## src/rtl/adc_sample_buffer_if.sv

```systemverilog
// Simple register bus (write/read address, data and strobes) used by software
// to configure the sample buffer and drain its FIFO.
interface adc_sample_buffer_if #(
   parameter int ADDR_W = 6,
   parameter int BUS_W  = 32
);
   logic [ADDR_W-1:0] wrAddr;
   logic [BUS_W-1:0]  wrData;
   logic              wr;
   logic [ADDR_W-1:0] rdAddr;
   logic [BUS_W-1:0]  rdData;
   logic              rd;

   modport master (
      output wrAddr, wrData, wr, rdAddr, rd,
      input  rdData
   );

   modport slave (
      input  wrAddr, wrData, wr, rdAddr, rd,
      output rdData
   );
endinterface

```

## src/rtl/adc_sample_buffer.sv

```systemverilog
// Collects ADC conversion results, optionally averages 2^k of them, and queues
// the results in a FIFO that software drains through the simple register bus.
module adc_sample_buffer #(
   parameter int C_S_AXI_ADDR_WIDTH = 6,
   parameter int C_S_AXI_DATA_WIDTH = 32,
   parameter int DATA_W             = 16,
   parameter int DEPTH_LOG2         = 4
) (
   input  logic              S_AXI_ACLK,
   input  logic              S_AXI_ARESETN,
   adc_sample_buffer_if.slave bus,
   input  logic              sample_valid,
   input  logic [DATA_W-1:0] sample_data,
   output logic              data_ready
);
   localparam int DEPTH = 1 << DEPTH_LOG2;
   localparam int ACC_W = DATA_W + 4;
   localparam int CNT_W = DEPTH_LOG2 + 1;
   localparam logic [C_S_AXI_ADDR_WIDTH-1:0] A_CTRL   = C_S_AXI_ADDR_WIDTH'(0);
   localparam logic [C_S_AXI_ADDR_WIDTH-1:0] A_STATUS = C_S_AXI_ADDR_WIDTH'(1);
   localparam logic [C_S_AXI_ADDR_WIDTH-1:0] A_DATA   = C_S_AXI_ADDR_WIDTH'(2);
   localparam logic [C_S_AXI_ADDR_WIDTH-1:0] A_FLUSH  = C_S_AXI_ADDR_WIDTH'(3);

   function automatic logic [DATA_W-1:0] avg_trunc(input logic [ACC_W-1:0] sum,
                                                   input logic [2:0] k);
      logic [ACC_W-1:0] shifted;
      shifted = sum >> k;
      return shifted[DATA_W-1:0];
   endfunction

   logic [3:0]            ctrl_q, ctrl_d;
   logic [ACC_W-1:0]      acc_q, acc_d;
   logic [4:0]            scnt_q, scnt_d;
   logic [DEPTH_LOG2-1:0] wptr_q, wptr_d, rptr_q, rptr_d;
   logic [CNT_W-1:0]      count_q, count_d;
   logic                  ovf_q, ovf_d;
   logic [DATA_W-1:0]     mem_q [DEPTH];

   logic                  wr_ctrl, wr_status, wr_flush;
   logic                  empty, full, enable;
   logic [2:0]            k, wr_k;
   logic [4:0]            scnt_last;
   logic [ACC_W-1:0]      sum;
   logic                  s_take, push_req, pop_req, push_ok, pop_ok;
   logic [DATA_W-1:0]     push_val;

   assign enable    = ctrl_q[0];
   assign k         = ctrl_q[3:1];
   assign empty     = (count_q == '0);
   assign full      = (count_q == CNT_W'(DEPTH));
   assign wr_ctrl   = bus.wr && (bus.wrAddr == A_CTRL);
   assign wr_status = bus.wr && (bus.wrAddr == A_STATUS);
   assign wr_flush  = bus.wr && (bus.wrAddr == A_FLUSH);
   assign wr_k      = (bus.wrData[3:1] > 3'd4) ? 3'd4 : bus.wrData[3:1];
   assign scnt_last = 5'((5'd1 << k) - 5'd1);
   assign sum       = acc_q + ACC_W'(sample_data);
   assign push_val  = avg_trunc(sum, k);

   // Samples coinciding with a CTRL or FLUSH write are discarded.
   assign s_take   = sample_valid && enable && !wr_ctrl && !wr_flush;
   assign push_req = s_take && (scnt_q == scnt_last);
   assign pop_req  = bus.rd && (bus.rdAddr == A_DATA) && !empty;
   assign push_ok  = push_req && (!full || pop_req);
   assign pop_ok   = pop_req && !wr_flush;

   always_comb begin
      ctrl_d  = ctrl_q;
      acc_d   = acc_q;
      scnt_d  = scnt_q;
      wptr_d  = wptr_q;
      rptr_d  = rptr_q;
      count_d = count_q;
      ovf_d   = ovf_q;

      if (wr_ctrl) begin
         ctrl_d = {wr_k, bus.wrData[0]};
         acc_d  = '0;
         scnt_d = '0;
      end else if (wr_flush) begin
         acc_d  = '0;
         scnt_d = '0;
      end else if (s_take) begin
         if (push_req) begin
            acc_d  = '0;
            scnt_d = '0;
         end else begin
            acc_d  = sum;
            scnt_d = scnt_q + 5'd1;
         end
      end

      if (wr_status && bus.wrData[10]) ovf_d = 1'b0;
      if (push_req && !push_ok) ovf_d = 1'b1;

      if (wr_flush) begin
         wptr_d  = '0;
         rptr_d  = '0;
         count_d = '0;
      end else begin
         if (push_ok) wptr_d = wptr_q + 1'b1;
         if (pop_ok) rptr_d = rptr_q + 1'b1;
         case ({push_ok, pop_ok})
            2'b10:   count_d = count_q + 1'b1;
            2'b01:   count_d = count_q - 1'b1;
            default: count_d = count_q;
         endcase
      end
   end

   always_ff @(posedge S_AXI_ACLK or negedge S_AXI_ARESETN) begin
      if (!S_AXI_ARESETN) begin
         ctrl_q  <= '0;
         acc_q   <= '0;
         scnt_q  <= '0;
         wptr_q  <= '0;
         rptr_q  <= '0;
         count_q <= '0;
         ovf_q   <= 1'b0;
      end else begin
         ctrl_q  <= ctrl_d;
         acc_q   <= acc_d;
         scnt_q  <= scnt_d;
         wptr_q  <= wptr_d;
         rptr_q  <= rptr_d;
         count_q <= count_d;
         ovf_q   <= ovf_d;
      end
   end

   // Storage is data only; entries are qualified by the pointers and count.
   always_ff @(posedge S_AXI_ACLK) begin
      if (push_ok && !wr_flush) mem_q[wptr_q] <= push_val;
   end

   always_comb begin
      bus.rdData = '0;
      case (bus.rdAddr)
         A_CTRL:   bus.rdData[3:0] = ctrl_q;
         A_STATUS: begin
            bus.rdData[DEPTH_LOG2:0] = count_q;
            bus.rdData[8]            = empty;
            bus.rdData[9]            = full;
            bus.rdData[10]           = ovf_q;
         end
         A_DATA: begin
            if (!empty) begin
               bus.rdData[C_S_AXI_DATA_WIDTH-1] = 1'b1;
               bus.rdData[DATA_W-1:0]           = mem_q[rptr_q];
            end
         end
         default: bus.rdData = '0;
      endcase
   end

   assign data_ready = !empty;

   logic unused_wrdata;
   assign unused_wrdata = ^{bus.wrData[C_S_AXI_DATA_WIDTH-1:11], bus.wrData[9:4]};
endmodule

```

## src/flat_wrapper.sv

```systemverilog
// flat-port wrapper written by rule: the top's interface ports become plain ports
module adc_sample_buffer_flat 
#(
   parameter int C_S_AXI_ADDR_WIDTH = 6,
   parameter int C_S_AXI_DATA_WIDTH = 32,
   parameter int DATA_W             = 16,
   parameter int DEPTH_LOG2         = 4
)
  (S_AXI_ACLK, S_AXI_ARESETN, sample_valid, sample_data, data_ready, bus_wrAddr, bus_wrData, bus_wr, bus_rdAddr, bus_rd, bus_rdData);
  adc_sample_buffer_if bus_i ();
  input  logic S_AXI_ACLK;
  input  logic S_AXI_ARESETN;
  input  logic sample_valid;
  input  logic [DATA_W-1:0] sample_data;
  output logic data_ready;
  input wire logic [$bits(bus_i.wrAddr)-1:0] bus_wrAddr;
  input wire logic [$bits(bus_i.wrData)-1:0] bus_wrData;
  input wire logic [$bits(bus_i.wr)-1:0] bus_wr;
  input wire logic [$bits(bus_i.rdAddr)-1:0] bus_rdAddr;
  input wire logic [$bits(bus_i.rd)-1:0] bus_rd;
  output wire logic [$bits(bus_i.rdData)-1:0] bus_rdData;
  assign bus_i.wrAddr = bus_wrAddr;
  assign bus_i.wrData = bus_wrData;
  assign bus_i.wr = bus_wr;
  assign bus_i.rdAddr = bus_rdAddr;
  assign bus_i.rd = bus_rd;
  assign bus_rdData = bus_i.rdData;
  adc_sample_buffer #(.C_S_AXI_ADDR_WIDTH(C_S_AXI_ADDR_WIDTH), .C_S_AXI_DATA_WIDTH(C_S_AXI_DATA_WIDTH), .DATA_W(DATA_W), .DEPTH_LOG2(DEPTH_LOG2)) u_core (.S_AXI_ACLK(S_AXI_ACLK), .S_AXI_ARESETN(S_AXI_ARESETN), .bus(bus_i), .sample_valid(sample_valid), .sample_data(sample_data), .data_ready(data_ready));
endmodule
```

## config.mk

```make
export PLATFORM = sky130hd
export DESIGN_NAME = adc_sample_buffer_flat
export DESIGN_NICKNAME = d
export VERILOG_FILES = /design/src/rtl/adc_sample_buffer_if.sv /design/src/rtl/adc_sample_buffer.sv /design/src/flat_wrapper.sv
export SDC_FILE = /design/constraint.sdc
export NUM_CORES = 1
export LEC_CHECK = 0
export ABC_AREA = 1
export CORE_UTILIZATION = 50
export DETAILED_ROUTE_END_ITERATION = 7
export GPL_ROUTABILITY_DRIVEN = 0
export MAX_ROUTING_LAYER = met4
export PLACE_DENSITY = 0.78
export SYNTH_ARGS = -nofsm -noshare
export SYNTH_HDL_FRONTEND = slang
export SYNTH_SLANG_ARGS = --single-unit
```

## constraint.sdc

```tcl
create_clock -name S_AXI_ACLK -period 4.4 [get_ports S_AXI_ACLK]
set_input_delay 0.88 -clock S_AXI_ACLK [delete_from_list [all_inputs] [get_ports S_AXI_ACLK]]
set_output_delay 0.88 -clock S_AXI_ACLK [all_outputs]
set_load 0.01 [all_outputs]
```

==> results of run 1 <==
-- layer usage --
metal | vias up | share of wire | wire (um)
li1 | 5037 | - | -
met1 | 5122 | 0.42 | 14300
met2 | 513 | 0.48 | 16400
met3 | 61 | 0.083 | 2850
met4 | 0 | 0.020 | 669
met5 | - | 0 | 0
-- sequential cells by signal, indices dropped and copies added (netlist names) --
name,flops
u_core.wptr_q,4
u_core.ctrl_q,4
u_core.acc_q,20
u_core.ovf_q,1
u_core.count_q,5
u_core.rptr_q,4
u_core.mem_q,256
u_core.scnt_q,5
-- worst reg2reg max path, stage by stage, from the launching register on --
cell	delay, ns
sky130_fd_sc_hd__dfrtp_1	0.81
sky130_fd_sc_hd__clkinv_1	0.19
sky130_fd_sc_hd__nand3_1	0.11
sky130_fd_sc_hd__ha_1	0.25
sky130_fd_sc_hd__xor2_1	0.16
sky130_fd_sc_hd__nand3_1	0.08
sky130_fd_sc_hd__nor2_1	0.10
sky130_fd_sc_hd__nand4_1	0.21
sky130_fd_sc_hd__nand3b_4	0.27
sky130_fd_sc_hd__ha_1	0.29
sky130_fd_sc_hd__xor2_1	0.18
sky130_fd_sc_hd__ha_1	0.19
sky130_fd_sc_hd__a21o_1	0.17
sky130_fd_sc_hd__nand2_1	0.08
sky130_fd_sc_hd__nand2_1	0.06
sky130_fd_sc_hd__a21oi_1	0.16
sky130_fd_sc_hd__xor2_1	0.20
sky130_fd_sc_hd__o22ai_1	0.09
-- cell families after synthesis --
| logic type | after synthesis | synth area share |
|---|---|---|
| adder cells (fa/ha/maj) | 28 | 0.0252 |
| buffers and inverters | 171 | 0.0505 |
| AND/OR/NAND/NOR | 597 | 0.179 |
| AO/OA/AOI/OAI | 288 | 0.115 |
| flip-flops | 299 | 0.617 |
| XOR/XNOR | 21 | 0.0130 |
| other | 1 | 0.000264 |
-- what timing repair did --
| action | 4_1_cts | 5_1_grt |
|---|---|---|
| buffers inserted | 0 | 0 |
| gates resized for setup | 0 | 1 |
| endpoints found under the setup margin | 0 | 1 |
-- through the flow --
stage | instances | area (um2) | setup WS [ns] | total power, mW
after floorplan | 1419 | 14300 | 1.16 | 6.42
after global placement | 1813 | 15300 | 0.383 | 7.34
after detailed placement | 1813 | 15300 | 0.350 | 7.45
after CTS | 1865 | 16200 | 0.164 | 9.88
after global routing | 1865 | 16200 | 0.0914 | 10.4
final | 1865 | 16200 | 0.183 | 9.92
-- path summary, 6_finish.rpt --
kind | startpoint | endpoint | slack (ns)
max | u_core.rptr_q[3] | bus_rdData[3] | 0.18
min | S_AXI_ARESETN | u_core.count_q[4] | 0.48
max reg2reg | u_core.ctrl_q[2] | u_core.count_q[4] | 0.69
min reg2reg | u_core.acc_q[2] | u_core.acc_q[2] | 0.49
max in group asynchronous | S_AXI_ARESETN | u_core.rptr_q[0] | 3.19
min in group S_AXI_ACLK | u_core.acc_q[2] | u_core.acc_q[2] | 0.49
-- area by class of cell --
type,instances,area share
inverters,91,0.0213
flip-flops and latches,299,0.540
clock inverters,21,0.0141
clock buffers,31,0.0438
repair buffers,96,0.0579
well taps,378,0.0291
multi-input cells,949,0.294
-- synthesized netlist by cell type, types with 3 or more instances --
cell type	count
sky130_fd_sc_hd__clkbuf_1	50
sky130_fd_sc_hd__o21ai_1	10
sky130_fd_sc_hd__xor2_1	14
sky130_fd_sc_hd__o22ai_1	46
sky130_fd_sc_hd__nand3b_1	3
sky130_fd_sc_hd__a22o_1	4
sky130_fd_sc_hd__nand2_1	268
sky130_fd_sc_hd__buf_4	16
sky130_fd_sc_hd__inv_2	3
sky130_fd_sc_hd__nand4_1	7
sky130_fd_sc_hd__o32ai_1	7
sky130_fd_sc_hd__nor3_1	6
sky130_fd_sc_hd__edfxtp_1	256
sky130_fd_sc_hd__nand2_2	6
sky130_fd_sc_hd__inv_1	86
sky130_fd_sc_hd__ha_1	27
sky130_fd_sc_hd__or2_2	6
sky130_fd_sc_hd__dfrtp_1	43
sky130_fd_sc_hd__o21ai_0	161
sky130_fd_sc_hd__buf_2	11
sky130_fd_sc_hd__buf_1	3
sky130_fd_sc_hd__a21oi_1	32
sky130_fd_sc_hd__nand3_1	122
sky130_fd_sc_hd__nor2_1	168
sky130_fd_sc_hd__o221ai_1	17
sky130_fd_sc_hd__xnor2_1	7
-- layout by cell type, fill, tap and decap left out, drive strengths merged, types with 16 or more instances in the layout --
cell type and count:
edfxtp 256, buf 42, ha 27, nand2 274, o21ai 171, nand3 122, o22ai 46, clkinv 16
a21oi 32, clkdlybuf4s50 54, inv 89, dfrtp 43, clkbuf 31, nor2 171, o221ai 17
-- report_power, final --
| part | total (mW) | switching, mW | internal [mW] |
|---|---|---|---|
| clock | 2.44 | 1.04 | 1.41 |
| sequential | 4.05 | 0.211 | 3.83 |
| combinational | 3.44 | 2.42 | 1.02 |
==> results.md, run 1 <==
## Outcome
• run status: complete, no violations

## Logic synthesis
• biggest area contributors in the synthesized netlist: sky130_fd_sc_hd__edfxtp_1 54%, sky130_fd_sc_hd__dfrtp_1 7.6%, sky130_fd_sc_hd__nand2_1 7.1%
• top_reg_cell synth: sky130_fd_sc_hd__edfxtp_1
• sequential-to-total area share from yosys stat: 0.617
• count of different cell masters after synthesis: 46
• number of flops mapped to enable cells by yosys: 256
• count of state elements after synthesis: 299
• average instance area after synthesis: 10.1 um2
• Synth Cell Area: 0.0142 mm2
• cells after synthesis: 1,405
• area leader, netlist: sky130_fd_sc_hd__edfxtp_1
• ys async rst share: 0.144
• Yosys warning total: 0
• fraction of post-synthesis cell area in the top cell type by area: 0.541

## Worst setup path
• Reg2Reg Depth: 17
• CP required: 3.52 ns
• slowest cell delay on critical path: 0.91 ns
• signal arrival time at the worst endpoint: 3.34 ns
• Worst setup EP type: output pin
• kind of launch point of the worst setup path: flip-flop
• buffers and inverters on the worst path: 2
• critical-path cell with the highest stage delay: sky130_fd_sc_hd__dfrtp_1
• highest net fanout along the worst path: 19
• kind of cell with the highest combined delay on the critical path: buffers and inverters
• worst path cell trace: inv_1 -> nand2_1 -> nand3_1 -> o221ai_1 -> clkdlybuf4s50_1
• type of the worst setup path: flip-flop to output pin
• Crit path depth: 5

## Die
• Die Y: 171 um
• initial core utilization: 0.510
• floorplan die width: 171 um
• top-level I/O count: 98
• number of core rows: 61
• Core Region: 0.0279 mm2
• overall die area: 0.0291 mm2

## GRT
• global routing usage on met1: 0.335
• number of global-route vias before repair: 10,200
• global-route track usage on met2: 0.394
• Overall Global Routing Usage: 0.247
• initial antenna violation count: 0
• pin count of the biggest net entering global routing: 111
• GRT Residual Overflow: 0
• Most Crowded Layer GR: met2
• first-pass GRT wire length: 53,700 um
• met3 track demand over resource in global routing: 0.0301

## Drt
• drt first pass iters: 5
• per-cell routed wire length: 18.3 um
• vias per cell: 5.75
• post-route DRC violation count: 0
• sum of routed wire length over all layers: 34,200 um
• antenna viol nets, final: 0
• number of violations reported at the end of detailed-routing iteration 0: 1,160
• via total after detailed routing: 10,700

## Timing
• Final TNS setup: 0 ns
• Slew @ Worst Pin: 0.983 ns
• post-route fraction of the period consumed by the critical path: 0.958
• RSZ-0062 raised after global routing: false
• worst-case hold slack: 0.482 ns
• Slew Limit Fails: 0
• worst slew margin relative to its limit: 0.345
• # setup viols final: 0
• Fin Clk Skew: 0.0277 ns
• maximum operating frequency: 0.237 GHz
• min cycle time layout: 4.22 ns
• final-report hold violation count: 0

## Clocking
• Clk pin slew, worst setup/hold paths: 0.06 ns
• TritonCTS clock tree: done
• Sink Count: 299
• H-tree levels: 1
• CTS Buf Count: 28
• clock tree root driver cell: sky130_fd_sc_hd__clkbuf_16
• Bufs on Longest Clock Path: 3
• worst skew pair latency: 0.57 ns
• count of hold buffers inserted by post-cts repair: 0

## Cells and area
• register area: 0.00877 mm2
• utilization after layout: 0.583
• antenna cell count: 0
• final net count: 1,558
• layout overhead on the synthesized area: 14.4%
• final-layout fill cell count: 2,270
• share of layout cells above drive strength 1: 0.0746
• area taken by multi-input logic gates: 0.00477 mm2

## Flow run
• reported max-cap violation count: 0

## Worst hold path
• classification of the worst-slack hold path: input pin to async pin

## Power
• static power due to leakage: 6.16 nW
• power per cell area: 611 mW/mm2
• worst vdd rail ir drop: 0.514 mV

## Place
• PortBufs: 55
• final HPWL from detailed placement: 22,000 um

No activity file was read; power rests on OpenSTA's default activity.
==> inputs of run 2 (changes only) <==
ABC_AREA = unset   (was 1)
CAP_MARGIN = 20   (was unset)
PLACE_DENSITY = 0.69   (was 0.78)
==> run 2 against run 1 <==
  * Wire length fell by 10%
  * Power decreased by 8.1%
  * Highest routed layer unchanged
  * Sequential share of layout area shrank 0.48 points
  * Setup slack better by 0.070 ns
  * Critical endpoint is now bus_rdData[1]
  * Critical path type unchanged
  * Hold slack lost 0.18 ns
==> results.md, run 2 <==
## Logic synthesis
• count of state elements after synthesis: 299
• Synth Cell Area: 0.0140 mm2
• sequential-to-total area share from yosys stat: 0.626
• most frequent cells after synthesis: 256 x sky130_fd_sc_hd__edfxtp_1, 76 x sky130_fd_sc_hd__mux4_2, 45 x sky130_fd_sc_hd__nand2_1
• cells after synthesis: 885
• number of flops mapped to enable cells by yosys: 256
• biggest area contributors in the synthesized netlist: sky130_fd_sc_hd__edfxtp_1 55%, sky130_fd_sc_hd__mux4_2 12%, sky130_fd_sc_hd__dfrtp_1 7.7%
• fraction of post-synthesis cell area in the top cell type by area: 0.549
• Yosys warning total: 0
• average instance area after synthesis: 15.8 um2
• most frequently used cell type in the post-synthesis netlist: sky130_fd_sc_hd__edfxtp_1
• count of different cell masters after synthesis: 80
• area leader, netlist: sky130_fd_sc_hd__edfxtp_1
• ys async rst share: 0.144
• top_reg_cell synth: sky130_fd_sc_hd__edfxtp_1

## Clocking
• number of gates resized after CTS: 0
• Clk pin slew, worst setup/hold paths: 0.06 ns
• clock tree root driver cell: sky130_fd_sc_hd__clkbuf_16
• worst skew pair latency: 0.55 ns
• H-tree levels: 1
• CTS Buf Count: 31
• Bufs on Longest Clock Path: 3
• Sink Count: 299
• TritonCTS clock tree: done

## Timing
• post-route fraction of the period consumed by the critical path: 0.943
• Slew Limit Fails: 0
• maximum operating frequency: 0.241 GHz
• final-report hold violation count: 0
• worst slew margin relative to its limit: 0.469
• Fin Clk Skew: 0.00829 ns
• fin worst setup slack: 0.253 ns
• min cycle time layout: 4.15 ns
• RSZ-0062 raised after global routing: false
• # setup viols final: 0
• Slew @ Worst Pin: 0.796 ns

## Place
• post-placement worst setup slack: 0.155 ns
• final HPWL from detailed placement: 19,500 um
• area of placed instances: 0.0153 mm2
• PortBufs: 55

## Die
• Die Y: 169 um
• floorplan die width: 169 um
• number of core rows: 60
• initial core utilization: 0.515
• top-level I/O count: 98
• overall die area: 0.0287 mm2
• Core Region: 0.0272 mm2

## Drt
• per-cell routed wire length: 22.4 um
• post-route DRC violation count: 0
• vias per cell: 5.85
• antenna viol nets, final: 0
• drt first pass iters: 4
• via total after detailed routing: 8,027
• number of violations reported at the end of detailed-routing iteration 0: 631
• sum of routed wire length over all layers: 30,700 um

## Cells and area
• max FFs per register: 256
• register area: 0.00877 mm2
• final net count: 1,069
• most frequent cells in the layout: 256 x sky130_fd_sc_hd__edfxtp_1, 76 x sky130_fd_sc_hd__mux4_2, 54 x sky130_fd_sc_hd__clkdlybuf4s50_1
• register containing the most flip-flops in the final layout: u_core.mem_q
• antenna cell count: 0
• final design area excluding fillers: 0.0164 mm2
• final-layout fill cell count: 2,092
• area taken by multi-input logic gates: 0.00493 mm2
• layout overhead on the synthesized area: 17.1%
• share of layout cells above drive strength 1: 0.239
• largest registers: u_core.mem_q (256), u_core.acc_q (20)
• commonest non-fill, non-tap cell in the layout: sky130_fd_sc_hd__edfxtp_1

## Worst setup path
• buffers and inverters on the worst path: 2
• dominant cell type by count on the critical path: sky130_fd_sc_hd__mux4_2
• Worst setup EP type: output pin
• capture point of the worst reg-to-reg path: u_core.count_q[4]
• critical-path cell with the highest stage delay: sky130_fd_sc_hd__dfrtp_4
• Reg2Reg Depth: 16
• crit path to: bus_rdData[1]
• kind of launch point of the worst setup path: flip-flop
• slowest cell delay on critical path: 0.62 ns
• Crit path depth: 5
• signal arrival time at the worst endpoint: 3.27 ns
• worst path cell trace: buf_12 -> mux4_2 -> mux4_2 -> o2bb2ai_1 -> clkdlybuf4s50_1
• type of the worst setup path: flip-flop to output pin
• highest net fanout along the worst path: 33
• CP required: 3.52 ns
• reg-to-reg setup timing slack: 0.83 ns
• start point of the critical path: u_core.rptr_q[0]
• Critical R2R Launch: u_core.ctrl_q[1]
• kind of cell with the highest combined delay on the critical path: multiplexers

## Power
• static power due to leakage: 5.60 nW
• power per cell area: 557 mW/mm2
• worst vdd rail ir drop: 0.390 mV

## Outcome
• run status: complete, no violations

## GRT
• initial antenna violation count: 0
• first-pass GRT wire length: 47,600 um
• number of global-route vias before repair: 8,150
• Overall Global Routing Usage: 0.230
• pin count of the biggest net entering global routing: 49
• GRT Residual Overflow: 0

## Flow run
• reported max-cap violation count: 0

## Worst hold path
• classification of the worst-slack hold path: input pin to async pin

run 2: through the flow:
step	util	hold slack [ns]	TNS, ns	total power [mW]	instances
final	0.603	0.301	0	9.12	1371
after global routing	0.603	0.321	0	9.53	1371
after CTS	0.601	0.511	0	9.15	1369
after detailed placement	0.563	0.497	0	6.46	1313
after global placement	0.563	0.485	0	6.42	1313
after floorplan	-	0.454	-31.90	5.65	899
run 2: worst min-delay path by stage:
stage                     start          endpoint  slack (ns)  cells past startpoint
6_report          S_AXI_ARESETN  u_core.ctrl_q[3]        0.30                      1
5_1_grt           S_AXI_ARESETN  u_core.ctrl_q[3]        0.32                      1
4_1_cts         u_core.acc_q[2]   u_core.acc_q[2]        0.51                      2
3_5_place_dp   u_core.acc_q[15]  u_core.acc_q[15]        0.50                      2
3_3_place_gp   u_core.acc_q[15]  u_core.acc_q[15]        0.48                      2
2_1_floorplan  u_core.acc_q[15]  u_core.acc_q[15]        0.45                      2
run 2: what timing repair did:
item                                    CTS  global route
endpoints found under the setup margin    0             3
hold buffers                              0             0
setup buffers                             0             1
run 2: power breakdown:
group / internal [mW] / switching, mW
registers: 3.88 / 0.0803
clock network: 1.63 / 1.06
logic: 0.879 / 1.59
total: 6.40 / 2.73
run 2: cells by family (layout without fill, tap and decap cells):
kind of cell	after synthesis	count (layout)	share of synthesized area
flip-flops	299	299	0.626
AND/OR/NAND/NOR	170	170	0.0639
AO/OA/AOI/OAI	152	152	0.0796
multiplexers	119	119	0.155
buffers and inverters	86	186	0.0300
XOR/XNOR	30	30	0.0198
adder cells (fa/ha/maj)	28	28	0.0256
other	1	15	0.000268
run 2: area by class of cell:
type	count	share of cell area
clock buffer	34	0.0480
clock inverter	22	0.0162
inverter	19	0.00435
multi-input combinational	514	0.301
sequential	299	0.535
tap	372	0.0284
timing repair buffer	111	0.0670
run 2: worst reg2reg max path, delay by kind of cell, from the launching register on:
family	cells	cell delay (ns)
AO/OA/AOI/OAI	7	1.34
AND/OR/NAND/NOR	2	0.38
adder cells (fa/ha/maj)	3	0.73
flip-flops	1	0.44
XOR/XNOR	3	0.51
buffers and inverters	1	0.09
run 2: per-layer routing:
layer,up-vias,global-route usage,wire length [um]
met4,0,0.0693,771
met1,4084,0.297,12800
met2,233,0.379,15400
met3,53,0.0350,1790
met5,-,-,0
li1,3657,-,-
